`config.mk`:
```
export PLATFORM = sky130hd
export DESIGN_NAME = uart_transmitter_flat
export DESIGN_NICKNAME = d
export VERILOG_FILES = /design/src/rtl/uart_transmitter_if.sv /design/src/rtl/uart_transmitter.sv /design/src/flat_wrapper.sv
export SDC_FILE = /design/constraint.sdc
export NUM_CORES = 1
export LEC_CHECK = 0
export CAP_MARGIN = 25
export CORE_UTILIZATION = 35
export DETAILED_ROUTE_END_ITERATION = 12
export PLACE_DENSITY = 0.52
export RECOVER_POWER = 100
export SYNTH_ARGS = -nofsm -noshare
export SYNTH_HDL_FRONTEND = slang
export SYNTH_SLANG_ARGS = --single-unit
export TNS_END_PERCENT = 1
```
`constraint.sdc`:
```
create_clock -name Clock -period 2.45 [get_ports Clock]
set_input_delay 0.3675 -clock Clock [delete_from_list [all_inputs] [get_ports Clock]]
set_output_delay 0.3675 -clock Clock [all_outputs]
set_load 0.01 [all_outputs]
```
`src/rtl/uart_transmitter_if.sv`:
```
// Byte push handshake between a data source and the UART transmitter.
// The source drives TxValid/TxData; the transmitter answers with TxReady (not full).
interface uart_transmitter_if #(
   parameter int DATA_BITS = 8
);
   logic                 TxValid;
   logic [DATA_BITS-1:0] TxData;
   logic                 TxReady;

   modport master (output TxValid, output TxData, input TxReady);
   modport slave  (input TxValid, input TxData, output TxReady);
endinterface

```
`src/rtl/uart_transmitter.sv`:
```
// UART TX path: a small byte FIFO feeding a start/data/stop serialiser.
// Bit timing comes from a shared 16x oversampling Tick.
module uart_transmitter #(
   parameter int DATA_BITS      = 8,
   parameter int STOP_BIT_TICKS = 16,
   parameter int FIFO_DEPTH     = 4
) (
   input  logic              Clock,
   input  logic              ResetN,
   input  logic              Tick,
   uart_transmitter_if.slave tx_if,
   output logic              Tx,
   output logic              TxBusy,
   output logic              TxDone
);
   localparam int PW   = $clog2(FIFO_DEPTH);
   localparam int CW   = $clog2(FIFO_DEPTH + 1);
   localparam int TMAX = (STOP_BIT_TICKS > 16) ? STOP_BIT_TICKS : 16;
   localparam int TW   = $clog2(TMAX);
   localparam int BW   = (DATA_BITS > 1) ? $clog2(DATA_BITS) : 1;

   typedef enum logic [1:0] {
      S_IDLE  = 2'd0,
      S_START = 2'd1,
      S_DATA  = 2'd2,
      S_STOP  = 2'd3
   } state_t;

   state_t               state_q, state_d;
   logic [TW-1:0]        tick_q, tick_d;
   logic [BW-1:0]        bit_q, bit_d;
   logic [DATA_BITS-1:0] shift_q, shift_d;
   logic                 tx_q, tx_d;
   logic                 busy_q, busy_d;
   logic                 done_q, done_d;
   logic [CW-1:0]        count_q, count_d;
   logic [PW-1:0]        wr_q, wr_d;
   logic [PW-1:0]        rd_q, rd_d;
   logic [DATA_BITS-1:0] fifo_q [FIFO_DEPTH];

   logic full_s, push_s, pop_s;

   // Pop only looks at the registered count, so a byte pushed into an empty FIFO leaves one edge later.
   assign full_s        = (count_q == CW'(FIFO_DEPTH));
   assign push_s        = tx_if.TxValid & ~full_s;
   assign pop_s         = (state_q == S_IDLE) && (count_q != CW'(0));
   assign tx_if.TxReady = ~full_s;

   // FIFO pointer and occupancy next-state.
   always_comb begin
      count_d = count_q;
      wr_d    = wr_q;
      rd_d    = rd_q;
      if (push_s) begin
         wr_d = wr_q + PW'(1);
      end else begin
         wr_d = wr_q;
      end
      if (pop_s) begin
         rd_d = rd_q + PW'(1);
      end else begin
         rd_d = rd_q;
      end
      case ({push_s, pop_s})
         2'b10:   count_d = count_q + CW'(1);
         2'b01:   count_d = count_q - CW'(1);
         default: count_d = count_q;
      endcase
   end

   // Serialiser next-state and registered line outputs.
   always_comb begin
      state_d = state_q;
      tick_d  = tick_q;
      bit_d   = bit_q;
      shift_d = shift_q;
      tx_d    = tx_q;
      done_d  = 1'b0;
      case (state_q)
         S_IDLE: begin
            tx_d = 1'b1;
            if (pop_s) begin
               shift_d = fifo_q[rd_q];
               tick_d  = '0;
               state_d = S_START;
               tx_d    = 1'b0;
            end else begin
               state_d = S_IDLE;
            end
         end
         S_START: begin
            if (Tick && (tick_q == TW'(15))) begin
               tick_d  = '0;
               bit_d   = '0;
               state_d = S_DATA;
               tx_d    = shift_q[0];
            end else if (Tick) begin
               tick_d = tick_q + TW'(1);
            end else begin
               tick_d = tick_q;
            end
         end
         S_DATA: begin
            if (Tick && (tick_q == TW'(15))) begin
               tick_d  = '0;
               shift_d = shift_q >> 1;
               if (bit_q == BW'(DATA_BITS - 1)) begin
                  state_d = S_STOP;
                  tx_d    = 1'b1;
               end else begin
                  bit_d = bit_q + BW'(1);
                  tx_d  = shift_d[0];
               end
            end else if (Tick) begin
               tick_d = tick_q + TW'(1);
            end else begin
               tick_d = tick_q;
            end
         end
         S_STOP: begin
            if (Tick && (tick_q == TW'(STOP_BIT_TICKS - 1))) begin
               tick_d  = '0;
               state_d = S_IDLE;
               done_d  = 1'b1;
               tx_d    = 1'b1;
            end else if (Tick) begin
               tick_d = tick_q + TW'(1);
            end else begin
               tick_d = tick_q;
            end
         end
         default: begin
            state_d = S_IDLE;
            tx_d    = 1'b1;
         end
      endcase
      busy_d = (state_d != S_IDLE);
   end

   // State, counters and outputs; reset abandons any frame and empties the FIFO.
   always_ff @(posedge Clock or negedge ResetN) begin
      if (!ResetN) begin
         state_q <= S_IDLE;
         tick_q  <= '0;
         bit_q   <= '0;
         shift_q <= '0;
         tx_q    <= 1'b1;
         busy_q  <= 1'b0;
         done_q  <= 1'b0;
         count_q <= '0;
         wr_q    <= '0;
         rd_q    <= '0;
      end else begin
         state_q <= state_d;
         tick_q  <= tick_d;
         bit_q   <= bit_d;
         shift_q <= shift_d;
         tx_q    <= tx_d;
         busy_q  <= busy_d;
         done_q  <= done_d;
         count_q <= count_d;
         wr_q    <= wr_d;
         rd_q    <= rd_d;
      end
   end

   // FIFO storage; validity is tracked by count_q, so the array itself needs no reset.
   always_ff @(posedge Clock) begin
      if (push_s) begin
         fifo_q[wr_q] <= tx_if.TxData;
      end
   end

   assign Tx     = tx_q;
   assign TxBusy = busy_q;
   assign TxDone = done_q;
endmodule

```
`src/flat_wrapper.sv`:
```
// flat-port wrapper written by rule: the top's interface ports become plain ports
module uart_transmitter_flat 
#(
   parameter int DATA_BITS      = 8,
   parameter int STOP_BIT_TICKS = 16,
   parameter int FIFO_DEPTH     = 4
)
  (Clock, ResetN, Tick, Tx, TxBusy, TxDone, tx_if_TxValid, tx_if_TxData, tx_if_TxReady);
  uart_transmitter_if #(.DATA_BITS(DATA_BITS)) tx_if_i ();
  input  logic Clock;
  input  logic ResetN;
  input  logic Tick;
  output logic Tx;
  output logic TxBusy;
  output logic TxDone;
  input wire logic [$bits(tx_if_i.TxValid)-1:0] tx_if_TxValid;
  input wire logic [$bits(tx_if_i.TxData)-1:0] tx_if_TxData;
  output wire logic [$bits(tx_if_i.TxReady)-1:0] tx_if_TxReady;
  assign tx_if_i.TxValid = tx_if_TxValid;
  assign tx_if_i.TxData = tx_if_TxData;
  assign tx_if_TxReady = tx_if_i.TxReady;
  uart_transmitter #(.DATA_BITS(DATA_BITS), .STOP_BIT_TICKS(STOP_BIT_TICKS), .FIFO_DEPTH(FIFO_DEPTH)) u_core (.Clock(Clock), .ResetN(ResetN), .Tick(Tick), .tx_if(tx_if_i), .Tx(Tx), .TxBusy(TxBusy), .TxDone(TxDone));
endmodule
```
==> summary.md <==
| Metric | Value |
|---|---|
| Vias in the first global route | 1565 |
| Number of vias per cell | 4.861 |
| Flop2flop setup slack | 0.29 ns |
| Maximum clock path buffer count | 2 |
| Final global-route overflow total | 0 |
| R2r worst-path depth | 10 |
| Pre-antenna DRT Iters | 4 |
| FFs w/ async S/R, synth | 0.4576 |
| Chip height | 86.60 um |
| Commonest cells in the netlist | 32 x edfxtp_1, 26 x dfrtp_1, 10 x o21ai_0 |
| Critical path class | reg -> reg |
| Yosys top cell area share | 0.3836 |
| Placer's final routability congestion estimate | 0.6999 |
| Setup TNS | 0 ns |
| Syn nets | 188 |
| Syn Std Cell Area | 0.002505 mm^2 |
| Synthesized area per cell | 15.00 um^2 |
| Fin. max-slew vios | 0 |
| Max cap viols | 0 |
| Post-synthesis cell count | 167 |
| Setup ws final | 0.2853 ns |
| Adder-cell share of the synthesized area | 0.04795 |
| Nets | 215 |
| Top FF cell, synth | edfxtp_1 |
| Routed Wire Length | 4341 um |
| Largest net degree at the start of global routing | 28 |
| Run status | complete, no violations |
| Post-route minimum period | 2.165 ns |
| Row count | 30 |
| Clk root buf | clkbuf_8 |
| PwrDens | 1167 mW/mm^2 |
| Cell accounting for the most synthesized area | edfxtp_1 |
| Vias | 1429 |
| Clock Sinks | 59 |
| Initial Util | 0.3647 |
| Unique masters post-synth | 39 |
| Buffers on Ports | 15 |
| Lkg Pwr | 1.132 nW |
| Worst Hold Class | reg -> reg |
| Slew HR | 0.005931 |
| Cts hold-fix bufs | 0 |
| Period utilisation layout | 0.8836 |
| Post-synthesis sequential area ratio | 0.6538 |
| DIE AREA | 0.007500 mm^2 |
| Worst Hold End | u_core.shift_q[5] |
| Die X | 86.60 um |
| Required @ worst endpoint | 2.69 ns |
| F_max | 0.4620 GHz |
| Initial antenna violation count | 0 |
| Synth Warn # | 0 |
| Core Box Area | 0.006869 mm^2 |
| Worst EP arrival | 2.41 ns |
| I/O pin count | 16 |
| Share of layout cells above drive strength 1 | 0.1414 |
| H-tree depth | 3 |
| Worst Tran Pin Value | 1.491 ns |
| Hold path startpoint | u_core.shift_q[5] |
| Main combinational cell family by area after synthesis | compound AO/OA/AOI/OAI gates |
| Clock skew | 0.008922 ns |
| Routed len/inst | 14.77 um |
| Crit Path Max Fanout | 6 |
| # diodes | 0 |
| Leading post-synthesis cells by cell area | edfxtp_1 38%, dfrtp_1 26%, mux4_2 6.3% |
| EDFF count, synth | 32 |
| Mux share of post-synthesis cell area | 0.08591 |
| Critical Path End Type | flip-flop |
| Synth Area in Simple Gates | 0.07043 |
| #FFs+latches synth | 59 |
| Synth Area in Compound Gates | 0.08941 |
| Area grow syn2layout | 19.73% |
| Critical path origin | u_core.count_q[0] |
| Antenna viol nets, final | 0 |
| Global-route wire length before repair | 7514 um |
| Peak supply drop | 0.0004278 V |
| Post-CTS sizing | 0 |
| Total setup buffers inserted after CTS | 0 |
| Clock latency on the worst-skew pair | 0.32 ns |
| Hold depth | 1 |
| DP HPWL | 3044 um |
| XOR/XNOR share of the synthesized area | 0.02448 |
| FF-to-FF End | u_core.count_q[2] |
| Clock-pin slew on the worst setup and hold paths | 0.07 ns |
| CTS tree | yes |
| RSZ-0062 raised after global routing | no |
| Place WS | 0.1714 ns |
| DRT iter0 DRCs | 36 |
| GRT Resource Usage Total | 0.1352 |
| CTS buffer count | 9 |
| Finish-stage setup viols | 0 |
| Critical Path Source Type | flip-flop |
| Most frequent cell after synthesis | edfxtp_1 |
| Post-route DRC | 0 |
| Reg2reg start | u_core.count_q[0] |
| Hold Fails Final Rpt | 0 |
[area by class of cell]
| type | instances | area (um^2) |
|---|---|---|
| fill | 630 | 3870 |
| sequential | 59 | 1638 |
| multi-input combinational | 93 | 789.5 |
| timing repair buffer | 21 | 183.9 |
| clock buffer | 10 | 127.6 |
| tap | 96 | 120.1 |
| clock inverter | 5 | 102.6 |
| inverter | 10 | 37.54 |
[placed cells by master (no fill, tap or decap), drive strengths merged, types with 8 or more instances in the layout]
| cell | netlist | final |
|---|---|---|
| edfxtp | 32 | 32 |
| dfrtp | 26 | 26 |
| dlygate4sd3 | 0 | 13 |
| clkbuf | 2 | 13 |
| nand2 | 10 | 10 |
| o21ai | 10 | 10 |
| inv | 10 | 10 |
| ha | 8 | 8 |
| mux4 | 8 | 8 |
[report_power, final]
group,leakage [nW],switching (W),internal (W)
sequential,0.609,0.000222,0.00137
combinational,0.411,0.000435,0.000456
clock,0.112,0.000352,0.000668
[critical path, cell delays in order, from the launching register on]
cell and delay [ns]:
dfrtp_1 0.40, inv_1 0.11, nand3_1 0.18, and2_1 0.25, inv_1 0.06, ha_1 0.17
inv_1 0.07, fa_1 0.42, xor2_1 0.16, nor2_1 0.12, xor2_1 0.15
[metrics by stage]
| stage | utilization | total power, W | cell area, um^2 | instances | hold slack (ns) |
|---|---|---|---|---|---|
| floorplan | - | 0.002235 | 2505 | 167 | 0.07191 |
| global placement | 0.4058 | 0.002488 | 2788 | 279 | 0.4784 |
| detailed placement | 0.4058 | 0.002544 | 2788 | 279 | 0.4872 |
| CTS | 0.4393 | 0.003583 | 3018 | 294 | 0.4153 |
| global route | 0.4366 | 0.003735 | 2999 | 294 | 0.5176 |
| finish | 0.4366 | 0.003501 | 2999 | 294 | 0.5000 |
[how the worst max path moves through the flow]
stage / end / slack, ns / cells past startpoint
final: u_core.count_q[2] / 0.29 / 10
after global routing: u_core.count_q[2] / 0.06 / 10
after CTS: u_core.count_q[2] / 0.25 / 10
after detailed placement: u_core.count_q[2] / 0.17 / 9
after global placement: u_core.count_q[2] / 0.27 / 9
after floorplan: u_core.count_q[2] / 0.40 / 10
[layer usage]
layer,GRT usage,up-vias,wire (um)
met2,0.2143,37,2099
met1,0.1709,706,2046
met5,0,-,0
met4,0.07121,0,33
li1,-,682,-
met3,0.03524,4,161
[registers in the layout, indices dropped and copies added (netlist names), 2 cells and up]
register	cells
u_core.shift_q	8
u_core.bit_q	3
u_core.fifo_q	32
u_core.count_q	3
u_core.tick_q	4
u_core.wr_q	2
u_core.rd_q	2
u_core.state_q	2
[kinds of logic after synthesis]
kind of cell,count (synthesis)
adders and majority gates,9
xor gates and xnor gates,7
AOI/OAI and AO/OA,32
muxes,11
DFF,59
and+or+nand+nor,34
buffers and inverters,15
No activity file was read; power rests on OpenSTA's default activity.
